## src/rtl/modn_count_tracker.sv

```systemverilog
// modn_count_tracker: monitors the output of a mod-N up/down counter.
// It recovers the step direction, wrap events and a signed revolution count.
// It flags jumps and out-of-range codes.
//
// state | meaning
// IDLE  | waiting for the first in-range sample after reset
// TRACK | prev holds a trusted sample; classify each new one against it
// FAULT | last sample was a jump or out of range; resync on next legal code
module modn_count_tracker #(
  parameter int N  = 10,
  parameter int W  = 4,
  parameter int RW = 8
) (
  input  logic                 clk,
  input  logic                 reset,
  input  logic [W-1:0]         count_in,
  output logic                 step,
  output logic                 dir_up,
  output logic                 dir_valid,
  output logic                 hold,
  output logic                 wrap_up,
  output logic                 wrap_dn,
  output logic                 err_jump,
  output logic                 err_range,
  output logic                 fault,
  output logic                 err_sticky,
  output logic signed [RW-1:0] rev_cnt
);

  typedef enum logic [1:0] {IDLE, TRACK, FAULT} state_t;

  localparam logic [W:0] CODE_N   = (W+1)'(N);
  localparam logic [W:0] CODE_TOP = (W+1)'(N - 1);
  localparam logic signed [RW-1:0] REV_MAX = {1'b0, {(RW-1){1'b1}}};
  localparam logic signed [RW-1:0] REV_MIN = {1'b1, {(RW-1){1'b0}}};

  state_t       state;
  logic [W-1:0] prev;

  // One extra bit keeps prev+1 from aliasing onto small codes near 2**W-1.
  logic [W:0] cur_x, prev_x, prev_inc, prev_dec;
  logic       in_range, is_same, is_inc, is_wup, is_dec, is_wdn;

  assign cur_x    = {1'b0, count_in};
  assign prev_x   = {1'b0, prev};
  assign prev_inc = prev_x + (W+1)'(1);
  assign prev_dec = prev_x - (W+1)'(1);
  assign in_range = cur_x < CODE_N;
  assign is_same  = cur_x == prev_x;
  assign is_inc   = (cur_x == prev_inc) && (prev_x < CODE_TOP);
  assign is_wup   = (prev_x == CODE_TOP) && (cur_x == '0);
  assign is_dec   = (cur_x == prev_dec) && (prev_x != '0);
  assign is_wdn   = (prev_x == '0) && (cur_x == CODE_TOP);

  // Sequencer: classify each sample and register all flags and counters.
  always_ff @(posedge clk) begin
    if (reset) begin
      state      <= IDLE;
      prev       <= '0;
      step       <= 1'b0;
      dir_up     <= 1'b0;
      dir_valid  <= 1'b0;
      hold       <= 1'b0;
      wrap_up    <= 1'b0;
      wrap_dn    <= 1'b0;
      err_jump   <= 1'b0;
      err_range  <= 1'b0;
      fault      <= 1'b0;
      err_sticky <= 1'b0;
      rev_cnt    <= '0;
    end else begin
      step      <= 1'b0;
      hold      <= 1'b0;
      wrap_up   <= 1'b0;
      wrap_dn   <= 1'b0;
      err_jump  <= 1'b0;
      err_range <= 1'b0;
      case (state)
        IDLE: begin
          if (in_range) begin
            prev  <= count_in;
            state <= TRACK;
          end else begin
            err_range  <= 1'b1;
            err_sticky <= 1'b1;
          end
        end
        TRACK: begin
          if (!in_range) begin
            err_range  <= 1'b1;
            err_sticky <= 1'b1;
            fault      <= 1'b1;
            dir_valid  <= 1'b0;
            state      <= FAULT;
          end else begin
            prev <= count_in;
            if (is_same) begin
              hold <= 1'b1;
            end else if (is_inc || is_wup) begin
              step      <= 1'b1;
              dir_up    <= 1'b1;
              dir_valid <= 1'b1;
              if (is_wup) begin
                wrap_up <= 1'b1;
                if (rev_cnt != REV_MAX) rev_cnt <= rev_cnt + RW'(1);
              end
            end else if (is_dec || is_wdn) begin
              step      <= 1'b1;
              dir_up    <= 1'b0;
              dir_valid <= 1'b1;
              if (is_wdn) begin
                wrap_dn <= 1'b1;
                if (rev_cnt != REV_MIN) rev_cnt <= rev_cnt - RW'(1);
              end
            end else begin
              err_jump   <= 1'b1;
              err_sticky <= 1'b1;
              fault      <= 1'b1;
              dir_valid  <= 1'b0;
              state      <= FAULT;
            end
          end
        end
        FAULT: begin
          if (!in_range) begin
            err_range  <= 1'b1;
            err_sticky <= 1'b1;
          end else begin
            prev  <= count_in;
            fault <= 1'b0;
            state <= TRACK;
          end
        end
        default: state <= IDLE;
      endcase
    end
  end

endmodule
```

## config.mk

```make
export PLATFORM = sky130hd
export DESIGN_NAME = modn_count_tracker
export DESIGN_NICKNAME = d
export VERILOG_FILES = /design/src/rtl/modn_count_tracker.sv
export SDC_FILE = /design/constraint.sdc
export NUM_CORES = 1
export LEC_CHECK = 0
export ABC_AREA = 1
export CAP_MARGIN = 20
export CELL_PAD_IN_SITES_DETAIL_PLACEMENT = 1
export CELL_PAD_IN_SITES_GLOBAL_PLACEMENT = 1
export CORE_AREA = 5 5 70 72
export CTS_BUF_LIST = sky130_fd_sc_hd__clkbuf_16
export CTS_CLUSTER_SIZE = 20
export DETAILED_ROUTE_END_ITERATION = 6
export DIE_AREA = 0 0 75 77
export GPL_TIMING_DRIVEN = 0
export PLACE_DENSITY = 0.89
export SYNTH_ARGS = -nofsm -noshare
export SYNTH_HDL_FRONTEND = slang
export SYNTH_SLANG_ARGS = --single-unit
```

## constraint.sdc

```tcl
create_clock -name clk -period 3.12 [get_ports clk]
set_clock_uncertainty 0.1 [all_clocks]
set_input_delay 0.936 -clock clk [delete_from_list [all_inputs] [get_ports clk]]
set_output_delay 0.936 -clock clk [all_outputs]
set_load 0.005 [all_outputs]
```

==> flow_summary.toml, run 1 <==
[outcome]
status = "completed"

[floorplanning]
die-area_sq_mm = 0.00578
die_x_um = 75
die_h_um = 77
initial_core_util = 0.361
core_sq_mm = 0.00423
ios = 24
rows = 24

[sta]
tightest_slew_ns = 0.590
hold_ws_ns = 0.365
setup_ws_ns = 0.168
timing_hold_violations_final = 0
finalCritPeriodShare = 0.946
finalMaxSlewViolations = 0
fin_crit_ns = 2.95
max_freq_ghz = 0.339
maxSlewHeadroom = 0.605
finalSetupViolations = 0

[yosys]
synth_seq_area_share = 0.314
synthesis.area_sq_mm = 0.00153
synth_ff_type = "dfxtp_1"
yosys.area.top_type = "dfxtp_1"
yosys-top-cells-count = "nand2_1 (60), dfxtp_1 (24), nor2_1 (22)"
syn-instance-count = 221
yosysUniqueCellTypes = 29
synth_warnings = 0
async_flop_share = 0
syn_nets = 238
synth_top_area_share = 0.314
synth_area_leaders = "dfxtp_1 (31%), nand2_1 (15%), ha_1 (8.2%)"
synth.most_common_cell = "nand2_1"
synth_seq_cells = 24
synth_enable_flop_cells = 0
synth_area_per_cell_sq_um = 6.92

[setup_path]
r2r_end = "rev_cnt[6]"
start_kind = "input port"
r2r_start = "prev[0]"
reg2reg_slack_ns = 0.18
slowest_delay_ns = 0.41
crit_buf_inv = 3
timing.critical_path.arrival_ns = 3.00
cp_max_fo = 10
cp_slowest_cell = "fa_1"
cp_cell_sequence = "clkbuf_2 -> inv_2 -> nand2_1 -> nand2_2 -> nand2_1 -> nor2_2 -> nand3_2 -> nand2_4 -> inv_6 -> fa_1 -> nand3_1 -> nand2_1 -> a21oi_2 -> nor2_1 -> nor2_1 -> xor2_1 -> a21oi_1"
r2r_cells = 17
critPathKind = "input port to register"
path_common_cell = "nand2_1"
crit_family = "simple AND/OR/NAND/NOR gates"
end_kind = "register"
cp_data_required_time_ns = 3.17

[place]
dpl.hpwl_um = 3200
globalplace.congestion = 0.808
io_buffers = 23
pre_cts_ws_ns = -0.771

[min_path]
holdPathStages = 2
min_path_type = "register to register"
hold_path_end = "fault"
min_from = "fault"

[clock_tree]
worstSkewPairLatency_ns = 0.26
cts_sinks = 24
tritoncts = "done"
ctsRootBufferMaster = "clkbuf_16"
htree_levels = 1
clock_path_buffers = 2
clk_pin_slew_ns = 0.07
cts-buffers-inserted = 3

[routing]
ant_nets = 0
dr.pass1.iters = 4
drc = 0
wl_met3_um = 140
wl_per_cell_um = 16.2
vias_per_cell = 5.22
met1Wirelength_um = 2120
first_iter_violations = 68
vias = 1628
maxUsedRoutingLayer = "met4"
totalWireLength_um = 5050
wl_met2_um = 2630

[layout]
drive_gt1_frac = 0.219
nFillCells = 539
final_core_utilization = 0.492
diodes = 0
fin_nets = 278
area.growth.synth_to_final_pct = 36.2

[pwr]
power.leakage_nw = 0.925
ir_worst_vdd_mv = 0.185
p_per_area_mw_per_mm2 = 424

[global_route]
antenna_found_initial = 0
grt_overflow = 0
grt_pass1_wl_um = 8250
grt_max_degree = 15
grt_pass1_vias = 1779
grt_use_total = 0.181

[job]
maxCapViolations = 0
[layout make-up]
type / count / area [sq um] / share of cell area
clock inverters: 1 / 30.0 / 0.0144
well taps: 52 / 65.1 / 0.0312
plain buffers: 3 / 20.0 / 0.00962
multi-input cells: 167 / 1000 / 0.483
flip-flops and latches: 24 / 480 / 0.231
clock buffers: 3 / 75.1 / 0.0361
inverters: 27 / 106 / 0.0511
repair buffers: 35 / 300 / 0.144
[registers in the layout, summed over array words and instances, names as in the netlist]
| signal | flops |
|---|---|
| err_sticky | 1 |
| wrap_up | 1 |
| err_range | 1 |
| dir_up | 1 |
| err_jump | 1 |
| rev_cnt | 8 |
| prev | 4 |
| wrap_dn | 1 |
| state | 2 |
| hold | 1 |
| step | 1 |
| fault | 1 |
| dir_valid | 1 |
[layer usage]
layer  GRT usage  up-vias
li1            -      801
met1       0.216      775
met2       0.304       34
met3      0.0353       18
met4      0.0819        0
met5           0        -
[how the worst max path moves through the flow]
| stage | from | end | slack [ns] | depth (start not counted) |
|---|---|---|---|---|
| after floorplan | count_in[3] | rev_cnt[7] | 0.30 | 18 |
| after detailed placement | count_in[1] | rev_cnt[7] | -0.77 | 15 |
| after global placement | count_in[1] | rev_cnt[7] | -0.62 | 17 |
| final | count_in[0] | rev_cnt[6] | 0.17 | 17 |
| after CTS | count_in[0] | rev_cnt[7] | 0.01 | 18 |
| after global routing | prev[0] | rev_cnt[7] | -0.05 | 21 |
[cells in the final DEF, fill, tap and decap left out, drive strengths merged]
cell type / count
inv: 27
o21ai: 10
ha: 10
nor4: 3
fa: 1
nand4: 3
a31oi: 1
nand3: 20
xor2: 2
nor2: 28
a211oi: 3
bufinv: 1
nor3: 2
clkdlybuf4s50: 19
xnor2: 3
dfxtp: 24
nand2: 61
clkbuf: 8
a21oi: 18
buf: 14
o211ai: 2
[power by group]
| part | leakage (nW) | internal (W) | switching, W |
|---|---|---|---|
| clock | 0.0511 | 0.000255 | 0.000116 |
| sequential | 0.196 | 0.000319 | 0.0000139 |
| combinational | 0.678 | 0.0000683 | 0.000110 |
[cells by family (layout without fill, tap and decap cells)]
| family | count (synthesis) | after routing | synth area share |
|---|---|---|---|
| xor+xnor | 5 | 5 | 0.0286 |
| buf+inv | 30 | 69 | 0.0794 |
| fa+ha+maj | 11 | 11 | 0.0949 |
| simple gates | 117 | 117 | 0.346 |
| flops | 24 | 24 | 0.314 |
| compound gates | 34 | 34 | 0.137 |
[what timing repair did]
action                     in CTS  in global routing
buffers inserted                7                  5
hold buffers                    0                  0
gates resized for setup        16                 13
pin swaps                       6                  6
setup endpoints to repair       5                  4
[worst min-delay path, stage by stage (launching register included)]
cell and delay, ns:
dfxtp_1 0.31, nand2_1 0.06, a21oi_1 0.05
[per-stage QoR]
stage	area, sq um	TNS [ns]	std cells	total power [W]
final	2080	0	312	0.000883
after global routing	2080	-0.0506	312	0.000919
after CTS	2050	0	307	0.000874
after detailed placement	1820	-3.01	296	0.000489
after global placement	1820	-2.29	296	0.000482
after floorplan	1530	0	221	0.000440
Power figures use the tool's default switching activity.
==> inputs of run 2 (changes only) <==
--- a/config.mk
+++ b/config.mk
@@ -6,7 +6,6 @@
 export NUM_CORES = 1
 export LEC_CHECK = 0
 export ABC_AREA = 1
-export CAP_MARGIN = 20
 export CELL_PAD_IN_SITES_DETAIL_PLACEMENT = 1
 export CELL_PAD_IN_SITES_GLOBAL_PLACEMENT = 1
 export CORE_AREA = 5 5 70 72
==> results of run 2 <==
The final DEF is identical to that of run 1; final timing and power are the same.
==> inputs of run 3 (changes only) <==
--- a/config.mk
+++ b/config.mk
@@ -15,6 +15,7 @@
 export DIE_AREA = 0 0 75 77
 export GPL_TIMING_DRIVEN = 0
 export PLACE_DENSITY = 0.89
+export REMOVE_ABC_BUFFERS = 1
 export SYNTH_ARGS = -nofsm -noshare
 export SYNTH_HDL_FRONTEND = slang
 export SYNTH_SLANG_ARGS = --single-unit
==> run 3 against run 2 <==
First-iteration DRC count rose by 38%. Worst hold slack improved by 0.0026 ns. Critical path depth grew 3. Clock power about the same. Non-clock buffer count decreased by 7. Fmax is 0.58% lower. Via count down 3.0%. Routed wire length decreased by 10%. Setup slack lost 0.017 ns. Combinational power down 7%. Cell area down 3.2%. Final cell count shrank 2.2%. Critical endpoint is now rev_cnt[7]. Highest routed layer unchanged.
==> flow_summary.toml, run 3 (synthesis results as in run 1) <==
[setup_path]
timing.critical_path.arrival_ns = 3.07
r2r_end = "rev_cnt[7]"
cp_data_required_time_ns = 3.22
end_kind = "register"
cp_max_fo = 10
start_kind = "input port"
reg2reg_slack_ns = 0.20
r2r_cells = 20
r2r_start = "prev[1]"
critPathKind = "input port to register"

[layout]
post-route-cell-area_sq_mm = 0.00201
final_core_utilization = 0.476
top_register = "rev_cnt"
layout_common_cells = "nand2_1 (57), dfxtp_1 (24), nor2_1 (21)"
drive_gt1_frac = 0.190
fin_cells = 305
diodes = 0
area.growth.synth_to_final_pct = 31.8
largest_reg_flops = 8
final_common_cell = "nand2_1"
largestRegisters = "rev_cnt x8, prev x4, state x2"
fin_nets = 271

[clock_tree]
worstSkewPairLatency_ns = 0.26
postCtsHoldBufs = 0
ctsRootBufferMaster = "clkbuf_16"
cts-buffers-inserted = 3
htree_levels = 1
clk_pin_slew_ns = 0.07
clock_path_buffers = 2
tritoncts = "done"
cts_sinks = 24

[sta]
tightest_slew_ns = 0.522
finalCritPeriodShare = 0.952
max_freq_ghz = 0.337
fin_crit_ns = 2.97
finalMaxSlewViolations = 0
finalSetupViolations = 0
maxSlewHeadroom = 0.651
hold_ws_ns = 0.368
timing_hold_violations_final = 0

[global_route]
grt_pass1_vias = 1641
grt_use_total = 0.164
antenna_found_initial = 0
grt_max_degree = 16
grt_overflow = 0
grt_pass1_wl_um = 7450

[place]
place_inst = 293
place_area_sq_mm = 0.00180
io_buffers = 23
globalplace.congestion = 0.831
dpl.hpwl_um = 3200

[pwr]
p_per_area_mw_per_mm2 = 430
ir_worst_vdd_mv = 0.253
power.leakage_nw = 0.884

[routing]
dr.pass1.iters = 4
wl_per_cell_um = 14.9
vias_per_cell = 5.18
first_iter_violations = 94
drc = 0
vias = 1579
ant_nets = 0
totalWireLength_um = 4550

[floorplanning]
die_h_um = 77
ios = 24
die-area_sq_mm = 0.00578
rows = 24
initial_core_util = 0.361
core_sq_mm = 0.00423
die_x_um = 75

[outcome]
status = "completed"

[job]
maxCapViolations = 0

[min_path]
min_path_type = "register to register"
holdPathStages = 2
hold_path_end = "dir_valid"
min_from = "dir_valid"
## run 3: how the worst max path moves through the flow
stage	start	to	slack, ns	cells after the start
6_report	count_in[0]	rev_cnt[7]	0.15	20
5_1_grt	prev[1]	rev_cnt[7]	-0.01	20
4_1_cts	count_in[1]	rev_cnt[7]	0.006	18
3_5_place_dp	count_in[1]	rev_cnt[7]	-0.73	18
3_3_place_gp	count_in[3]	rev_cnt[7]	-0.64	19
2_1_floorplan	count_in[3]	rev_cnt[7]	0.29	18
## run 3: per-layer routing
| metal | up-vias | wire length [um] | GRT usage |
|---|---|---|---|
| met2 | 29 | 2410 | 0.301 |
| met3 | 9 | 144 | 0.0314 |
| met5 | - | 0 | 0 |
| met4 | 0 | 82 | 0.0374 |
| met1 | 753 | 1910 | 0.189 |
| li1 | 788 | - | - |
## run 3: timing repair
action,in CTS,in global routing
gates resized for setup,13,12
buffers inserted,2,6
gates cloned,0,0
endpoints found under the setup margin,5,3
pin swaps,1,8
## run 3: final cells by class
cell class / count / area [sq um]
Clock buffer: 3 / 75.1
Clock inverter: 1 / 30.0
Fill cell: 538 / 2220
Inverter: 27 / 106
Multi-Input combinational cell: 167 / 987
Sequential cell: 24 / 480
Tap cell: 52 / 65.1
Timing Repair Buffer: 31 / 270
## run 3: worst max-delay path: stages
cell and delay, ns:
clkbuf_2 0.13, inv_1 0.08, nand2_1 0.07, nand2_2 0.11, nand2_1 0.07, nor2_2 0.14
nand3_2 0.14, nand2_4 0.12, inv_6 0.07, ha_4 0.29, nand2_1 0.07, inv_1 0.05
nand4_1 0.07, o211ai_1 0.15, nand2_1 0.12, nand3_1 0.10, nand3_1 0.10, nand2_1 0.10
nand2_1 0.05, nor2_1 0.09
## run 3: power breakdown
group	internal (W)	switching, W
clock	0.000255	0.000113
combinational	0.0000635	0.000101
sequential	0.000319	0.0000142
total	0.000638	0.000229
## run 3: through the flow
stage | TNS, ns | worst slack (ns) | total power (W)
after floorplan | 0 | 0.295 | 0.000437
after global placement | -2.47 | -0.645 | 0.000481
after detailed placement | -2.94 | -0.727 | 0.000488
after CTS | 0 | 0.00574 | 0.000864
after global routing | -0.0134 | -0.0134 | 0.000911
final | 0 | 0.150 | 0.000866
